**config.mk**
```make
export PLATFORM = sky130hd
export DESIGN_NAME = ula_seq
export DESIGN_NICKNAME = d
export VERILOG_FILES = /design/src/rtl/ula_pkg.sv /design/src/rtl/ula_iter_unit.sv /design/src/rtl/ula_seq.sv
export SDC_FILE = /design/constraint.sdc
export NUM_CORES = 1
export LEC_CHECK = 0
export CORE_ASPECT_RATIO = 0.6
export CORE_MARGIN = 10
export CORE_UTILIZATION = 25
export CTS_CLUSTER_SIZE = 16
export DETAILED_ROUTE_END_ITERATION = 10
export DONT_BUFFER_PORTS = 1
export GPL_TIMING_DRIVEN = 1
export PLACE_DENSITY = 0.44
export SKIP_CTS_REPAIR_TIMING = 1
export SYNTH_ARGS = -nofsm -noshare
export SYNTH_HDL_FRONTEND = slang
export SYNTH_SLANG_ARGS = --single-unit
```
**constraint.sdc**
```tcl
create_clock -name clock -period 2.75 [get_ports clock]
set_input_delay 0.4125 -clock clock [delete_from_list [all_inputs] [get_ports clock]]
set_output_delay 0.4125 -clock clock [all_outputs]
set_load 0.02 [all_outputs]
```
**src/rtl/ula_pkg.sv**
```systemverilog
// Shared opcodes, FSM/iteration encodings and helpers for the sequential ULA.
// The ULA_SEQ_MUL_EN macro enables the MUL opcode path in the users of this package.
package ula_pkg;

  typedef enum logic [2:0] {
    OP_ADD = 3'b000,
    OP_SUB = 3'b001,
    OP_AND = 3'b010,
    OP_SLT = 3'b011,
    OP_SLL = 3'b100,
    OP_SRL = 3'b101,
    OP_OR  = 3'b110,
    OP_MUL = 3'b111
  } op_e;

  typedef enum logic [1:0] {S_IDLE, S_SHIFT, S_MUL, S_DONE} state_e;

  typedef enum logic [1:0] {IT_SLL, IT_SRL, IT_MUL} iter_e;

  // Counter must hold the full width as a shift/step count.
  function automatic int cnt_w(input int w);
    return $clog2(w + 1);
  endfunction

endpackage

```
**src/rtl/ula_iter_unit.sv**
```systemverilog
// Accumulator + down-counter for 1-bit-per-cycle shifts and shift-add multiply.
// The multiplicand/multiplier registers exist only with ULA_SEQ_MUL_EN defined.
module ula_iter_unit import ula_pkg::*; #(
  parameter int WIDTH = 16,
  parameter int CW    = cnt_w(WIDTH)
) (
  input  logic             clock,
  input  logic             resetn,
  input  logic             load,
  input  logic             step,
  input  iter_e            mode,
  input  logic [WIDTH-1:0] a,
  input  logic [WIDTH-1:0] b,
  input  logic [CW-1:0]    n,
  output logic [WIDTH-1:0] res,
  output logic             last
);

  iter_e            mode_q;
  logic [WIDTH-1:0] acc;
  logic [CW-1:0]    cnt;

`ifdef ULA_SEQ_MUL_EN
  logic [WIDTH-1:0] mcand, mpl;
`else
  logic unused_b;
  assign unused_b = ^b;
`endif

  // res is the accumulator value after the step taken on this edge
  always_comb begin
    res = acc;
    case (mode_q)
      IT_SLL: res = acc << 1;
      IT_SRL: res = acc >> 1;
`ifdef ULA_SEQ_MUL_EN
      IT_MUL: res = mpl[0] ? acc + mcand : acc;
`endif
      default: res = acc;
    endcase
  end

  assign last = (cnt == CW'(1));

  always_ff @(posedge clock or negedge resetn) begin
    if (!resetn) begin
      mode_q <= IT_SLL;
      acc    <= '0;
      cnt    <= '0;
`ifdef ULA_SEQ_MUL_EN
      mcand  <= '0;
      mpl    <= '0;
`endif
    end else if (load) begin
      mode_q <= mode;
      cnt    <= n;
`ifdef ULA_SEQ_MUL_EN
      acc    <= (mode == IT_MUL) ? '0 : a;
      mcand  <= a;
      mpl    <= b;
`else
      acc    <= a;
`endif
    end else if (step) begin
      acc <= res;
      cnt <= cnt - CW'(1);
`ifdef ULA_SEQ_MUL_EN
      mcand <= mcand << 1;
      mpl   <= mpl >> 1;
`endif
    end
  end

endmodule

```
**src/rtl/ula_seq.sv**
```systemverilog
// Clocked ALU with start/done handshake; single-cycle ops plus iterative shifts.
// ULA_SEQ_MUL_EN adds an iterative unsigned multiply on opcode 111.
module ula_seq import ula_pkg::*; #(
  parameter int WIDTH      = 16,
  parameter bit SHIFT_ITER = 1'b1
) (
  input  logic             clock,
  input  logic             resetn,
  input  logic             start,
  input  logic [2:0]       controle,
  input  logic [WIDTH-1:0] A,
  input  logic [WIDTH-1:0] bus,
  output logic             busy,
  output logic             done,
  output logic [WIDTH-1:0] G,
  output logic             zero,
  output logic             neg,
  output logic             carry
);

  localparam int CW = cnt_w(WIDTH);

  state_e           state;
  op_e              op;
  logic [WIDTH:0]   sum, dif;
  logic [CW-1:0]    n, it_n;
  logic [WIDTH-1:0] alu_res, it_res;
  logic             alu_c, is_shift, go_iter, go_mul, it_load, it_step, it_last;
  iter_e            it_mode;

  assign op  = op_e'(controle);
  assign sum = {1'b0, A} + {1'b0, bus};
  assign dif = {1'b0, A} - {1'b0, bus};
  // Oversized shift amounts saturate at WIDTH rather than wrapping.
  assign n   = (bus >= WIDTH'(WIDTH)) ? CW'(WIDTH) : bus[CW-1:0];

  always_comb begin
    alu_res = '0;
    alu_c   = 1'b0;
    case (op)
      OP_ADD: {alu_c, alu_res} = sum;
      OP_SUB: begin alu_res = dif[WIDTH-1:0]; alu_c = ~dif[WIDTH]; end
      OP_AND: alu_res = A & bus;
      OP_SLT: alu_res = {{(WIDTH-1){1'b0}}, (A < bus)};
      OP_SLL: alu_res = A << bus;
      OP_SRL: alu_res = A >> bus;
      OP_OR:  alu_res = A | bus;
      default: alu_res = '0;
    endcase
  end

  assign is_shift = (op == OP_SLL) || (op == OP_SRL);
  assign go_iter  = SHIFT_ITER && is_shift && (n != '0);
`ifdef ULA_SEQ_MUL_EN
  assign go_mul   = (op == OP_MUL);
`else
  assign go_mul   = 1'b0;
`endif
  assign it_load  = (state == S_IDLE) && start && (go_iter || go_mul);
  assign it_step  = (state == S_SHIFT) || (state == S_MUL);
  assign it_mode  = go_mul ? IT_MUL : ((op == OP_SRL) ? IT_SRL : IT_SLL);
  assign it_n     = go_mul ? CW'(WIDTH) : n;

  ula_iter_unit #(.WIDTH(WIDTH), .CW(CW)) u_iter (
    .clock  (clock),
    .resetn (resetn),
    .load   (it_load),
    .step   (it_step),
    .mode   (it_mode),
    .a      (A),
    .b      (bus),
    .n      (it_n),
    .res    (it_res),
    .last   (it_last)
  );

  always_ff @(posedge clock or negedge resetn) begin
    if (!resetn) begin
      state <= S_IDLE;
      busy  <= 1'b0;
      done  <= 1'b0;
      G     <= '0;
      zero  <= 1'b0;
      neg   <= 1'b0;
      carry <= 1'b0;
    end else begin
      done <= 1'b0;
      case (state)
        S_IDLE: if (start) begin
          if (go_iter) begin
            state <= S_SHIFT;
            busy  <= 1'b1;
          end else if (go_mul) begin
            state <= S_MUL;
            busy  <= 1'b1;
          end else begin
            state <= S_DONE;
            done  <= 1'b1;
            G     <= alu_res;
            zero  <= (alu_res == '0);
            neg   <= alu_res[WIDTH-1];
            carry <= alu_c;
          end
        end
        // Result registers load on the same edge the final step completes.
        S_SHIFT, S_MUL: if (it_last) begin
          state <= S_DONE;
          busy  <= 1'b0;
          done  <= 1'b1;
          G     <= it_res;
          zero  <= (it_res == '0);
          neg   <= it_res[WIDTH-1];
          carry <= 1'b0;
        end
        S_DONE:  state <= S_IDLE;
        default: state <= S_IDLE;
      endcase
    end
  end

endmodule

```
-- Word level (Yosys, flattened, before mapping)
Index checks and enable logic that the tools add are counted.
W data, S select, Z words.
- bits in registers: 46
- bits in latches: 0
- memory bits (writable): 0
- memory bits (read-only): 0
- input bits: 38
- output and inout bits: 21
- word-level logic and storage cells: 88
- memories: 0
- add/sub/neg operators: 3
- multipliers: 0
- div/mod/pow operators: 0
- order comparisons: 2
- eq/ne operators: 15
- shifts and indexed selects: 2
- muxes and demuxes: 36
- bitwise gates (word level): 3
- reductions and logical operators: 17
- operators with widths (kind ; count):
    $pmux W16 S7 ; 1
    $mux W16 ; 5
    $pmux W16 S2 ; 2
    $logic_not A16 Y1 ; 2
    $add A16 B16 Y17 ; 1
    $sub A16 B16 Y17 ; 1
    $and A16 B16 Y16 ; 1
    $ge A16 B5 Y1 const B ; 1
    $lt A16 B16 Y1 ; 1
    $or A16 B16 Y16 ; 1
    $shl A16 B16 Y16 ; 1
    $shr A16 B16 Y16 ; 1
    $mux W1 ; 15
    $mux W5 ; 3
    $pmux W1 S2 ; 6
    $eq A3 B3 Y1 const B ; 3
    $ne A2 B2 Y1 const B ; 4
    $reduce_and A4 Y1 ; 2
    $eq A3 B2 Y1 const B ; 2
    $mux W2 ; 3
    $pmux W2 S3 ; 1
    $eq A5 B1 Y1 const B ; 1
    $reduce_bool A5 Y1 ; 1
    $sub A5 B1 Y5 const B ; 1
    other kinds (11) ; 18

-- Depth between registers and ports, before layout
Gate-level depths: netlist of run 1.
- depth after elaboration: 7
- gate-level depth with buffers: 15
- mapped depth without buffers: 13

-- Cells and area by module
A second synthesis of run 1 with hierarchy kept.
- cell total of the unflattened synthesis: 858
- area total of the unflattened synthesis: 6951.7 µm²
- modules (own cells, without submodules) (module ; instances ; cells an instance ; area an instance (µm²) ; seq. area each (µm²)):
    ula_seq ; 1 ; 714 ; 5411.4 ; 550.5
    ula_iter_unit ; 1 ; 144 ; 1540.2 ; 575.6

-- Worst setup path after synthesis of run 1
OpenSTA, ideal clock, no wires.
- path kind: input to register
- start point: input bus[2]
- end point: register zero
- library setup time: 0.076 ns
- arrival: 3.196 ns
- data required time: 2.674 ns
- slack: -0.522 ns
- stages: 14
- path buffers: 2
- cell sequence: clkbuf_1 > inv_1 > buf_2 > ha_1 > a211oi_1 > o21bai_1 > a211oi_1 > a21oi_1 > xnor2_1 > o221ai_1 > or4_1 > nor4_2 > nand4bb_1 > o21ai_1
- cells in the longest elaborated chain, start to end: 6
- elaborated cells on any way between the ends: 18
- those cells by class: 2 x add/sub; 2 x order compare; 1 x eq/ne; 2 x shift; 5 x mux; 2 x bitwise; 4 x reduce/logical
- RTL lines (item ; RTL line ; source):
    start: declaration ; ula_seq.sv:12 ; input logic [WIDTH-1:0] bus,
    $sub A16 B16 Y17 (tied with other cells) ; ula_seq.sv:33 ; assign dif = {1'b0, A} - {1'b0, bus};
    $pmux W16 S7 / $mux W5 (equally long branches) ; ula_seq.sv:40, ula_seq.sv:35 ;
    $logic_not A16 Y1 / $reduce_bool A5 Y1 (equally long branches) ; ula_seq.sv:100, ula_seq.sv:53 ;
    $mux W1 / $logic_and A1 B1 Y1 (equally long branches) ; ula_seq.sv:90, ula_seq.sv:53 ;
    $mux W1 / $ne A2 B2 Y1 (equally long branches) ; -- ;
    $pmux W1 S2 / $reduce_and A4 Y1 (equally long branches) ; -- ;
    end signal: assignment ; ula_seq.sv:100 ; zero <= (alu_res == '0);
    end signal: assignment ; ula_seq.sv:111 ; zero <= (it_res == '0);
    end: declaration ; ula_seq.sv:16 ; output logic zero,
Several ways; a longest one is shown, not always the timed one. The select of a mux whose other input is x is not followed.
A chain may end at the register's enable or synchronous reset.

-- Worst setup path in the final report of run 1
- start point: input bus[0]
- end point: register zero
Same word-level chain as after synthesis.

==> results.md, run 1 <==
- Worst-path fanout max: 49
- # rows: 44
- Crit. End Element: flip-flop
- Netlist Area Pre-Place: 6330 µm²
- Delay-heaviest family, CP: simple AND/OR/NAND/NOR gates
- Routed vias: 6862
- GPL Wtd Cong: 0.955
- Maxcap violations: 0
- Highest clock rate: 340 MHz
- CORE AREA: 24600 µm²
- Initial Util: 25.8%
- Worst-margin pin slew: 785 ps
- Status: finished, violations left
- Die area: 32300 µm²
- Post-DP HPWL: 22.7 mm
- Hold Vio Cnt, Final: 0
- Die Y: 143 µm
- Setup-failing EPs final: 1
- CP max-delay cell: or4_4
- RSZ-0062 raised after global routing: yes
- H-tree levels: 2
- Period Utilization, post-route: 107%
- Synth unique cells: 81
- Syn avg cell area: 7.68 µm²
- Root Buffer: clkbuf_16
- First-pass GRT wire length: 42.6 mm
- Net Count, Synth: 927
- Hold WC Path Type: input port to flip-flop
- Sequential area share after synthesis: 17.4%
- Crit-path cells: ha_1 -> fa_2 -> a211oi_2 -> buf_4 -> nor3_1 -> nor3_1 -> o32ai_1 -> a211oi_2 -> nand4b_1 -> or4_4 -> nor4_4 -> nand4bb_1 -> o21ai_1
- Longest Clk Path Bufs: 2
- First-pass DRT Iterations: 5
- Source-to-sink clock delay at the later pin of the worst-skew pair: 300 ps
- Setup WS post-layout: -192 ps
- WHS: 236 ps
- Die width: 225 µm
- TritonCTS Buffers: 5
- Nets@finish: 1031
- Synthesis-stage register bit count: 44
- Slew Viols, Final: 0
- Worst r2r src: state[0]
- Io pins: 59
- Yosys top cell area share: 17.4%
- Routed Antenna Nets: 0
- Initial antenna violation count: 0
- I/O Buffers: 0
- Leading cell types in the layout, fill and taps excluded: buf_4, nand2_1, o21ai_0
- Required time worst endpoint: 2980 ps
- Pwr/cell area: 625 nW/µm²
- DRC viols: 0
- Worst Skew: 14.4 ps
- Grt total ovfl: 0
- Area leader, netlist: dfrtp_1
- EDFF count, synth: 0
- Drt total wl: 28.9 mm
- Wirelength per Cell: 23.1 µm
- Slowest Stage Delay on Critical Path: 580 ps
- Largest net degree at the start of global routing: 50
- Drt initial violations: 947
- Worst-path clk slew: 80 ps
- Global Route Usage Sum: 17.3%
- Vias per inst: 5.49
- Peak VDD IR: 470 µV
- Layout cells sized above 1: 24.5%
- Pleak: 3.40 nW
- Worst Setup Start Kind: input port
- Buf+Inv Stages, Crit Path: 1
- Power consumption: 5.03 mW
- Ys flop type: dfrtp_1
- Failing checks: negative setup slack
- Antenna cells: 0
- Asr flop ratio synth: 100%
- Category of the most critical setup path: input port to flip-flop
- CTS tree: built
- Clock sinks: 44
- Fin crit period: 2940 ps
- Largest cells by area after synthesis: dfrtp_1, ha_1, o21ai_0
- Critical path data arrival time: 3170 ps
- Slew HR: 47.5%
- CP startpoint: bus[0]
- YS warnings: 0
- Cells after Synth: 824
- Layout area overhead: 27.3%
- Hold_sp: A[15]
- Most common cell after layout, fill and taps aside: buf_4
- Vias in the first global route: 6420
-- worst reg2reg max path: cells and delay by family, from the launching register on --
kind	cells	cell delay [ps]
buffers and inverters	2	270
AO/OA/AOI/OAI	4	750
flip-flops	1	360
adder cells (fa/ha/maj)	1	350
AND/OR/NAND/NOR	4	960
-- flip-flops by register name, summed over array words and instances, names as in the netlist --
| signal | count |
|---|---|
| G | 16 |
| busy | 1 |
| carry | 1 |
| done | 1 |
| state | 2 |
| u_iter.acc | 16 |
| u_iter.cnt | 5 |
| u_iter.mode_q | 1 |
| zero | 1 |
-- cell type report --
type | count | area, µm²
well taps | 322 | 403
inverters | 53 | 206
repair buffers | 153 | 1170
fillers | 2627 | 16500
multi-input cells | 671 | 5000
clock inverters | 3 | 46.3
flip-flops and latches | 44 | 1100
clock buffers | 5 | 125
-- kinds of logic after synthesis --
group / share of synthesized area (%)
buffers and inverters: 6.90
DFF: 17.4
muxes: 12.6
and+or+nand+nor: 20.9
AOI/OAI and AO/OA: 27.3
adders and majority gates: 13.1
xor gates and xnor gates: 1.80
-- through the flow --
| stage | TNS [ps] | instance area (µm²) | setup WS [ps] | cells | utilization (%) |
|---|---|---|---|---|---|
| 6_report | -192 | 8050 | -192 | 1251 | 32.8 |
| 5_1_grt | -574 | 8050 | -302 | 1251 | 32.8 |
| 4_1_cts | -684 | 7850 | -254 | 1247 | 32.0 |
| 3_5_place_dp | -3290 | 7680 | -548 | 1239 | 31.3 |
| 3_3_place_gp | -3240 | 7680 | -493 | 1239 | 31.3 |
| 2_1_floorplan | -223 | 6430 | -168 | 824 | - |
-- synth_stat cells, types with 6 or more instances --
library cell,number
nand2b_1,7
a2111oi_0,6
buf_1,6
nor2_1,55
a21oi_1,59
nor4_1,7
a31oi_1,6
xor2_1,6
ha_1,63
o21ai_0,82
buf_2,7
o21bai_1,7
or3_1,11
mux2i_1,36
nor3_1,22
nand4_1,8
inv_1,51
nand2_1,93
clkbuf_1,39
o22ai_1,12
o21ai_1,15
a211oi_1,15
dfrtp_1,44
o31ai_1,6
xnor2_1,7
nor2b_1,13
a221oi_1,6
mux4_2,13
nand3_1,14
a21o_1,7
o211ai_1,7
-- layer usage --
layer  up-vias  routed length [µm]  GRT usage, %
met4         0                 181          1.38
li1       3241                   -             -
met2       339               10100          21.1
met1      3261               14900          26.9
met3        21                3700          7.48
met5         -                   0             0
-- power by group --
group          switching [mW]  leakage [nW]  total, mW  internal, mW
logic                    1.65          2.80       2.88          1.23
registers               0.461         0.518       1.43         0.971
clock network           0.288        0.0804      0.720         0.433
-- worst paths after layout --
check                                       to  slack, ps  cells after the start
worst max register to register            zero         20                     11
worst min-delay path            u_iter.acc[15]        240                      1
max in group asynchronous                G[11]       1900                      2
worst min register to register        state[1]        590                      3
min in group asynchronous             state[1]        630                      2
worst max-delay path                      zero       -190                     13
No activity file was read; power rests on OpenSTA's default activity.
==> inputs of run 2 (changes only) <==
--- a/config.mk
+++ b/config.mk
@@ -13,6 +13,7 @@
 export DONT_BUFFER_PORTS = 1
 export GPL_TIMING_DRIVEN = 1
 export PLACE_DENSITY = 0.44
+export SETUP_SLACK_MARGIN = 0.3
 export SKIP_CTS_REPAIR_TIMING = 1
 export SYNTH_ARGS = -nofsm -noshare
 export SYNTH_HDL_FRONTEND = slang
==> results.md, run 2 (synthesis gave the netlist of run 1 again) <==
- Slew HR: 38.3% (was 47.5%)
- First-pass GRT wire length: 43.4 mm (was 42.6 mm)
- CP dominant cell by count: a211oi_2
- Setup-failing EPs final: 3 (was 1)
- Power consumption: 5.24 mW (was 5.03 mW)
- Hold Vio Cnt, Final: 0 (unchanged)
- Clock sinks: 44 (unchanged)
- TritonCTS Buffers: 5 (unchanged)
- Antenna cells: 0 (unchanged)
- Nets@finish: 1041 (was 1031)
- Worst-path fanout max: 49 (unchanged)
- Routed Antenna Nets: 0 (unchanged)
- Crit. End Element: flip-flop (unchanged)
- Final Cell Area: 8540 µm² (was 8050 µm²)
- Setup WS post-layout: -310 ps (was -192 ps)
- Hold WC Path Type: input port to flip-flop (unchanged)
- Die area: 32300 µm² (unchanged)
- CORE AREA: 24600 µm² (unchanged)
- WHS: 228 ps (was 236 ps)
- Setup TNS: -472 ps (was -192 ps)
- Layout cells sized above 1: 30.1% (was 24.5%)
- Vias in the first global route: 6452 (was 6420)
- Critical path data arrival time: 3300 ps (was 3170 ps)
- Slew Viols, Final: 0 (unchanged)
- Slowest Stage Delay on Critical Path: 590 ps (was 580 ps)
- Largest registers: G x16, u_iter.acc x16, u_iter.cnt x5 (unchanged)
- Highest clock rate: 327 MHz (was 340 MHz)
- Io pins: 59 (unchanged)
- Final core occ: 34.8% (was 32.8%)
- Status: finished, violations left (unchanged)
- Global Route Usage Sum: 17.7% (was 17.3%)
- Longest Clk Path Bufs: 2 (unchanged)
- Source-to-sink clock delay at the later pin of the worst-skew pair: 310 ps (was 300 ps)
- Worst-path clk slew: 80 ps (about the same)
- Category of the most critical setup path: input port to flip-flop (unchanged)
- Fin crit period: 3060 ps (was 2940 ps)
- Placed insts: 1243 (was 1239)
- Pwr/cell area: 613 nW/µm² (was 625 nW/µm²)
- Post-placement cell area: 7810 µm² (was 7680 µm²)
- Root Buffer: clkbuf_16 (unchanged)
- H-tree levels: 2 (unchanged)
- Largest net degree at the start of global routing: 50 (unchanged)
- Initial Util: 25.8% (unchanged)
- RSZ-0062 raised after global routing: yes (unchanged)
- Failing checks: negative setup slack (unchanged)
- Drt total wl: 29.6 mm (was 28.9 mm)
- Leading cell types in the layout, fill and taps excluded: buf_4, nand2_1, o21ai_0 (unchanged)
- Period Utilization, post-route: 111% (was 107%)
- Drt initial violations: 811 (was 947)
- I/O Buffers: 0 (unchanged)
- Routed vias: 6936 (was 6862)
- Vias per inst: 5.50 (was 5.49)
- Die width: 225 µm (unchanged)
- Maxcap violations: 0 (unchanged)
- Worst Skew: 13.3 ps (was 14.4 ps)
- Non-filler cells, final: 1261 (was 1251)
- Worst Setup Start Kind: input port (unchanged)
- Dpl ws: -584 ps (was -548 ps)
- Grt total ovfl: 0 (unchanged)
- # rows: 44 (unchanged)
- Worst-margin pin slew: 925 ps (was 785 ps)
- DRC viols: 0 (unchanged)
- CTS tree: built (unchanged)
- Most common cell after layout, fill and taps aside: buf_4 (unchanged)
- Pleak: 3.52 nW (was 3.40 nW)
- Initial antenna violation count: 0 (unchanged)
- # fillers: 2599 (was 2627)
- CP max-delay cell: or4_4 (unchanged)
- Required time worst endpoint: 2990 ps (was 2980 ps)
- First-pass DRT Iterations: 6 (was 5)
- Crit-path cells: ha_4 -> fa_2 -> a211oi_2 -> buf_4 -> o21bai_4 -> a211oi_2 -> a21oi_2 -> xnor2_1 -> o221ai_2 -> or4_4 -> nor4_4 -> nand4bb_1 -> o21ai_1 (was ha_1 -> fa_2 -> a211oi_2 -> buf_4 -> nor3_1 -> nor3_1 -> o32ai_1 -> a211oi_2 -> nand4b_1 -> or4_4 -> nor4_4 -> nand4bb_1 -> o21ai_1)
- Post-DP HPWL: 22.8 mm (was 22.7 mm)
- Buf+Inv Stages, Crit Path: 1 (unchanged)
- Peak VDD IR: 527 µV (was 470 µV)
- Die Y: 143 µm (unchanged)
- Wirelength per Cell: 23.4 µm (was 23.1 µm)
- GPL Wtd Cong: 0.977 (was 0.955)
- Layout area overhead: 35.0% (was 27.3%)
- Delay-heaviest family, CP: simple AND/OR/NAND/NOR gates (unchanged)
==> run 2: cell types whose count changed in the layout (fill, tap and decap cells not counted), moves of 4 or more <==
cell     change
buf_6        +6
ha_4         +5
o21ai_2      +6
a21oi_2      +4
ha_1         -6
o21ai_0     -11
inv_1        -8
o21ai_1      +4
inv_4        +5
a21oi_1      -5
==> run 2: report_power, final <==
group / switching (mW) / leakage (nW) / internal [mW]
Combinational: 1.80 / 2.93 / 1.34
Sequential: 0.472 / 0.518 / 0.971
Clock: 0.306 / 0.0748 / 0.346
Total: 2.58 / 3.52 / 2.66
==> run 2: routing by layer <==
metal | up-vias | wire length (µm) | GRT usage, %
met5 | - | 0 | 0
met4 | 0 | 174 | 1.38
met3 | 17 | 3720 | 7.85
met2 | 287 | 10600 | 22.0
met1 | 3363 | 15000 | 27.3
li1 | 3269 | - | -
==> run 2: final timing paths <==
kind                                from        endpoint  slack, ps  cells past startpoint
max reg2reg                     state[0]            zero         50                     11
min reg2reg                u_iter.acc[0]   u_iter.acc[0]        580                      2
min in group asynchronous         resetn   u_iter.acc[6]        630                      2
min                                A[11]  u_iter.acc[11]        230                      2
max in group asynchronous         resetn           G[13]       1890                      2
max                               bus[0]            zero       -310                     13
==> run 2: layout make-up <==
type / instances / area (µm²) / area share, %
Multi-Input combinational cell: 671 / 5330 / 62.3
Timing Repair Buffer: 163 / 1290 / 15.1
Sequential cell: 44 / 1100 / 12.9
Tap cell: 322 / 403 / 4.72
Inverter: 53 / 269 / 3.15
Clock buffer: 5 / 125 / 1.46
Clock inverter: 3 / 26.3 / 0.308
